$ cat src/rtl/difftest_runahead_commit_queue.sv
// Multi-channel commit-event queue for run-ahead difftest.
// Accepts a whole cycle of events or none, tagging each with a sequence index.
module difftest_runahead_commit_queue #(
  parameter int NUM_CH = 2,
  parameter int DEPTH  = 8,
  parameter int PC_W   = 64,
  localparam int AW    = $clog2(DEPTH),
  localparam int CW    = AW + 1
) (
  input  logic                   io_clock,
  input  logic                   io_reset,
  input  logic [7:0]             io_coreid,
  input  logic                   io_flush,
  input  logic [NUM_CH-1:0]      io_in_valid,
  input  logic [NUM_CH*PC_W-1:0] io_in_pc,
  output logic                   io_out_valid,
  input  logic                   io_out_ready,
  output logic [7:0]             io_out_coreid,
  output logic [7:0]             io_out_index,
  output logic [PC_W-1:0]        io_out_pc,
  output logic [CW-1:0]          io_count,
  output logic                   io_overflow,
  output logic [15:0]            io_drop_cnt
);

  logic [PC_W-1:0] pc_mem  [DEPTH];
  logic [7:0]      idx_mem [DEPTH];
  logic [7:0]      cid_mem [DEPTH];

  logic [AW-1:0] head_q, head_d;
  logic [AW-1:0] tail_q, tail_d;
  logic [CW-1:0] count_q, count_d;
  logic [7:0]    seq_q, seq_d;
  logic          overflow_q, overflow_d;
  logic [15:0]   drop_cnt_q, drop_cnt_d;

  logic              deq;
  logic              accept;
  logic              drop;
  logic [CW-1:0]     n;
  logic [CW-1:0]     n_acc;
  logic [CW-1:0]     free;
  logic [CW-1:0]     off;
  logic [16:0]       dsum;
  logic [NUM_CH-1:0] wr_en;
  logic [AW-1:0]     wr_addr [NUM_CH];
  logic [7:0]        wr_idx  [NUM_CH];

  assign io_out_valid  = count_q != '0;
  assign io_out_pc     = pc_mem[head_q];
  assign io_out_index  = idx_mem[head_q];
  assign io_out_coreid = cid_mem[head_q];
  assign io_count      = count_q;
  assign io_overflow   = overflow_q;
  assign io_drop_cnt   = drop_cnt_q;

  always_comb begin
    deq = io_out_valid && io_out_ready;
    n = '0;
    for (int k = 0; k < NUM_CH; k++) n = n + CW'(io_in_valid[k]);
    free   = CW'(DEPTH) - count_q + CW'(deq);
    accept = !io_flush && (n <= free);
    drop   = !io_flush && (n > free);
    n_acc  = accept ? n : '0;

    // Valid channels pack densely into tail slots in channel order
    off = '0;
    for (int k = 0; k < NUM_CH; k++) begin
      wr_en[k]   = accept && io_in_valid[k];
      wr_addr[k] = tail_q + off[AW-1:0];
      wr_idx[k]  = seq_q + 8'(off);
      off        = off + CW'(io_in_valid[k]);
    end

    head_d  = head_q + AW'(deq);
    tail_d  = tail_q + n_acc[AW-1:0];
    count_d = count_q + n_acc - CW'(deq);
    seq_d   = seq_q + 8'(n_acc);
    if (io_flush) begin
      head_d  = head_q;
      tail_d  = head_q;
      count_d = '0;
    end

    dsum       = {1'b0, drop_cnt_q} + 17'(n);
    overflow_d = overflow_q | drop;
    drop_cnt_d = drop_cnt_q;
    if (drop) drop_cnt_d = dsum[16] ? 16'hFFFF : dsum[15:0];
  end

  always_ff @(posedge io_clock) begin
    if (io_reset) begin
      head_q     <= '0;
      tail_q     <= '0;
      count_q    <= '0;
      seq_q      <= '0;
      overflow_q <= 1'b0;
      drop_cnt_q <= '0;
    end else begin
      head_q     <= head_d;
      tail_q     <= tail_d;
      count_q    <= count_d;
      seq_q      <= seq_d;
      overflow_q <= overflow_d;
      drop_cnt_q <= drop_cnt_d;
    end
  end

  always_ff @(posedge io_clock) begin
    for (int k = 0; k < NUM_CH; k++) begin
      if (wr_en[k]) begin
        pc_mem[wr_addr[k]]  <= io_in_pc[k*PC_W +: PC_W];
        idx_mem[wr_addr[k]] <= wr_idx[k];
        cid_mem[wr_addr[k]] <= io_coreid;
      end
    end
  end

endmodule

$ cat config.mk
export PLATFORM = sky130hd
export DESIGN_NAME = difftest_runahead_commit_queue
export DESIGN_NICKNAME = d
export VERILOG_FILES = /design/src/rtl/difftest_runahead_commit_queue.sv
export SDC_FILE = /design/constraint.sdc
export NUM_CORES = 1
export LEC_CHECK = 0
export ABC_CLOCK_PERIOD_IN_PS = 13000
export CAP_MARGIN = 20
export CORE_ASPECT_RATIO = 0.6
export CORE_MARGIN = 10
export CORE_UTILIZATION = 54
export DETAILED_ROUTE_END_ITERATION = 8
export PLACE_DENSITY = 0.77
export SYNTH_ARGS = -nofsm -noshare
export SYNTH_HDL_FRONTEND = slang
export SYNTH_SLANG_ARGS = --single-unit
$ cat constraint.sdc
create_clock -name io_clock -period 13 [get_ports io_clock]
set_input_delay 2.6 -clock io_clock [delete_from_list [all_inputs] [get_ports io_clock]]
set_output_delay 2.6 -clock io_clock [all_outputs]
set_load 0.005 [all_outputs]
==> impl_table.tex <==
\begin{tabular}{lr}
\hline
Metric & Value \\
\hline
\multicolumn{2}{l}{\textbf{STA}} \\
\quad Worst Tran Pin Value & roughly 1.0 ns \\
\quad Minimum clock period & around 7 ns \\
\quad Total Negative Setup Slacks & 0 ns \\
\quad Worst slew margin relative to its limit & 0.310 \\
\quad RSZ-0062 raised after global routing & no \\
\quad Count of pins over their slew limit & 0 \\
\quad Highest achievable clock rate & between 0.1 and 0.15 GHz \\
\quad Worst Setup Slack, final & 6.02 ns \\
\quad Worst clock skew & $\sim$0.023 ns \\
\quad Final Setup Violations & 0 \\
\quad Portion of the clock cycle consumed by the worst path in the final layout & 0.537 \\
\quad Number of failing hold endpoints at the final stage & 0 \\
\multicolumn{2}{l}{\textbf{Yosys}} \\
\quad Dominant combinational cell family by area after synthesis & multiplexers \\
\quad Top cell type's share of synthesized area & 0.570 \\
\quad Commonest register cell after synthesis & edfxtp\_1 \\
\quad Number of nets produced by synthesis & between 2000 and 2500 \\
\quad Mean Syn Cell Area & between 15 and 20 µm² \\
\quad Syn Inst Count & approximately 1900 \\
\quad Number of enable-type register cells in the synthesized netlist & between 600 and 700 \\
\quad Xor and xnor fraction of the mapped netlist area & 0.0158 \\
\quad Cell types with the highest counts after synthesis & edfxtp\_1 (640), mux2\_2 (533), mux4\_2 (160) \\
\quad Post-synthesis simple-gate area fraction & 0.0270 \\
\quad Library cell with the largest summed area after synthesis & edfxtp\_1 \\
\quad Synthesized-area fraction occupied by ao, oa, aoi and oai cells & 0.0141 \\
\quad Number of flip-flops and latches in the synthesized netlist & roughly 680 \\
\quad Fraction of the mapped netlist area in adder cells & 0.00942 \\
\quad Cell area after synthesis & 33700 µm² \\
\quad Fraction of registers with async set/reset & 0 \\
\quad Count of unique library cells instantiated by Yosys & 60 \\
\quad Yosys warns & 0 \\
\quad Most frequently used cell type in the post-synthesis netlist & edfxtp\_1 \\
\quad Dominant cells by area after synthesis & edfxtp\_1 (57\%), mux2\_2 (18\%), mux4\_2 (11\%) \\
\quad Mux share of post-synthesis cell area & 0.317 \\
\quad Share of synthesized area occupied by flip-flops and latches & 0.592 \\
\multicolumn{2}{l}{\textbf{Die}} \\
\quad Horizontal die dimension & between 300 and 400 µm \\
\quad Initial core utilization & 0.550 \\
\quad Die H & about 210 µm \\
\quad Placement row count & 70 \\
\quad Boundary pin count & between 200 and 250 \\
\quad Total die area & around 73000 µm² \\
\quad Floorplan core area & approximately 61000 µm² \\
\multicolumn{2}{l}{\textbf{Drt}} \\
\quad Average vias per placed instance & roughly 6.3 \\
\quad Antenna violation net count after detailed routing & 0 \\
\quad Length of the first detailed-routing pass in iterations & 5 \\
\quad Total vias in the final route & roughly 19000 \\
\quad Avg WL per Cell & between 20 and 30 µm \\
\quad DRC viols & 0 \\
\quad Iter 0 DRT Violations & roughly 1900 \\
\quad Total wirelength of the detailed-routed design & between 80000 and 90000 µm \\
\multicolumn{2}{l}{\textbf{GRT}} \\
\quad Met3 capacity usage during global routing & 0.0421 \\
\quad Global routing met1 resource utilization & 0.313 \\
\quad All-Layer GR Usage & 0.221 \\
\quad Wire length of the first global-routing pass & approximately 120000 µm \\
\quad Number of antenna violations at the first check in global routing & 7 \\
\quad Largest net degree at the start of global routing & 66 \\
\quad Met2 global-route usage & 0.354 \\
\quad Vias in the first global route & between 15000 and 20000 \\
\quad Global route overflow & 0 \\
\quad Most Crowded Layer GR & met2 \\
\multicolumn{2}{l}{\textbf{Pwr}} \\
\quad Switching power share of the total & 0.261 \\
\quad Switching pwr & $\sim$1.5 mW \\
\quad Comb power frac & 0.231 \\
\quad Total Power & a little under 6 mW \\
\quad Part of the total power dissipated in the clock network & 0.313 \\
\quad Total power per unit cell area & $\sim$150 nW/µm² \\
\quad Portion of total power attributed to sequential cells & 0.456 \\
\quad IR drop worst, VDD & roughly 130 µV \\
\quad Internal power summed over all cells & around 4.3 mW \\
\quad Leakage power of the design & roughly 13 nW \\
\multicolumn{2}{l}{\textbf{Critical path}} \\
\quad Startpoint of the worst setup timing path & io\_out\_ready \\
\quad Crit path required time & around 13 ns \\
\quad WS Path Type & primary input to register \\
\quad Critical Path Sink Type & register \\
\quad Startpoint class of the critical path & primary input \\
\quad Source of the worst register-to-register timing path & io\_count[2] \\
\quad Cells on worst reg2reg path & 16 \\
\quad Worst Path Arrival & slightly above 7 ns \\
\quad Crit path max fanout & 50 \\
\multicolumn{2}{l}{\textbf{Min path}} \\
\quad Worst hold path startpoint & io\_overflow \\
\quad Path category of the worst min-delay check & register to register \\
\quad Instance count along the most critical hold path & 2 \\
\multicolumn{2}{l}{\textbf{Placement}} \\
\quad Routability congestion estimate from global placement & 0.818 \\
\quad Pre-CTS worst setup slack & between 5 and 6 ns \\
\quad HPWL reported at the end of detailed placement & $\sim$48000 µm \\
\quad PortBufs & 243 \\
\multicolumn{2}{l}{\textbf{Finish}} \\
\quad Filler cells & 4256 \\
\quad Fraction of layout instances using a drive strength above 1 & 0.412 \\
\quad Share of the core filled with cells & 0.634 \\
\quad Fin nets & 2296 \\
\quad Syn-to-layout area delta & 15.4\% \\
\multicolumn{2}{l}{\textbf{Outcome}} \\
\quad Status & finished, final reports clean \\
\multicolumn{2}{l}{\textbf{Clock tree}} \\
\quad Clock-pin slew on the worst setup and hold paths & 0.06 ns \\
\quad Clock H-tree levels & 2 \\
\quad Post-cts repair resize count & 0 \\
\quad Number of buffers created by CTS & 61 \\
\quad Clk sinks & between 600 and 700 \\
\quad Buffers inserted during post-CTS setup optimization & 0 \\
\quad Clock insertion delay at the later pin of the skew report & 0.65 ns \\
\quad TritonCTS clock tree & built \\
\quad Maximum buffer depth of the clock tree & 3 \\
\quad Clock root cell & clkbuf\_16 \\
\quad Number of buffers inserted for hold repair after clock tree synthesis & 0 \\
\multicolumn{2}{l}{\textbf{Run}} \\
\quad Number of maximum-capacitance constraint violations & 0 \\
\hline
\end{tabular}
[cell usage in the layout (no fill, tap or decap), types with 5 or more instances in the layout]
master	netlist	routed
mux2_2	533	533
a21oi_1	21	21
and3_1	8	8
nand2_1	25	24
clkinv_1	0	16
clkdlybuf4s50_1	0	243
nor2_1	21	20
dfxtp_1	38	35
edfxtp_1	640	640
bufinv_16	0	7
inv_1	26	26
nor3_1	57	57
mux2_4	58	58
clkbuf_16	0	62
nand3_1	16	16
xnor2_1	28	28
clkinv_2	0	11
ha_1	19	19
o21ai_0	8	6
mux4_2	160	160
mux2_1	17	17
clkbuf_1	46	8
xor2_1	33	33
diode_2	0	5
buf_4	16	30
nand2b_1	7	5
[layout make-up]
cell class                 count  area [µm²]  share of cell area
multi-input combinational   1087       13100               0.337
clock buffer                  70        1580              0.0406
timing repair buffer         277        2730              0.0701
tap                          828        1040              0.0266
antenna                        5        12.5            0.000321
inverter                      26        97.6             0.00251
clock inverter                40         384             0.00987
sequential                   678       20000               0.513
[flip-flops by register name, summed over array words and instances (netlist names), named ones only]
name / flops
io_count: 4
idx_mem: 64
io_overflow: 1
tail_q: 3
cid_mem: 64
seq_q: 8
io_drop_cnt: 16
pc_mem: 512
head_q: 3
[routing by layer]
layer / share of wire / vias to the layer above / routed length, µm
met2: 0.48 / 682 / 39100
li1: - / 8171 / -
met1: 0.43 / 9909 / 35200
met5: 0.00037 / - / 30
met4: 0.016 / 6 / 1330
met3: 0.074 / 99 / 6050
[power by group through the flow]
stage          Combinational (mW)  Sequential, mW  Clock [mW]
2_1_floorplan               0.838            2.67           0
3_3_place_gp                 1.33            2.69           0
3_5_place_dp                 1.35            2.70           0
4_1_cts                      1.36            2.65        1.85
5_1_grt                      1.44            2.67        1.93
6_report                     1.34            2.65        1.82
[final timing paths]
| check | endpoint | slack [ns] |
|---|---|---|
| setup reg to reg | pc_mem[6][42] | 7.65 |
| setup / recovery | pc_mem[6][42] | 6.02 |
| hold / removal | io_overflow | 0.48 |
| hold reg to reg | io_overflow | 0.48 |
[logic make-up (layout without fill, tap and decap cells)]
family | count (synthesis) | after routing
and+or+nand+nor | 168 | 168
DFF | 678 | 678
AOI/OAI and AO/OA | 63 | 63
xor gates and xnor gates | 61 | 61
adders and majority gates | 23 | 23
buffers and inverters | 156 | 413
muxes | 772 | 772
other | 0 | 5
[stage by stage]
stage / hold slack, ns / cells / cell area, µm²
floorplan: 0.444 / 1921 / 33700
global placement: 0.461 / 2892 / 36900
detailed placement: 0.458 / 2893 / 36900
CTS: 0.475 / 3003 / 38900
global route: 0.499 / 3006 / 38900
finish: 0.481 / 3011 / 38900
[worst max-delay path: stages]
cell             delay, ns
clkdlybuf4s50_1       0.40
nand2_1               0.13
ha_1                  0.23
inv_1                 0.06
ha_1                  0.27
inv_1                 0.04
ha_1                  0.29
nor2b_1               0.18
o221ai_4              0.36
o2111ai_4             0.46
nand2b_4              0.55
o21ai_4               0.37
buf_4                 0.43
buf_4                 0.76
(Power assumes the default switching activity.)
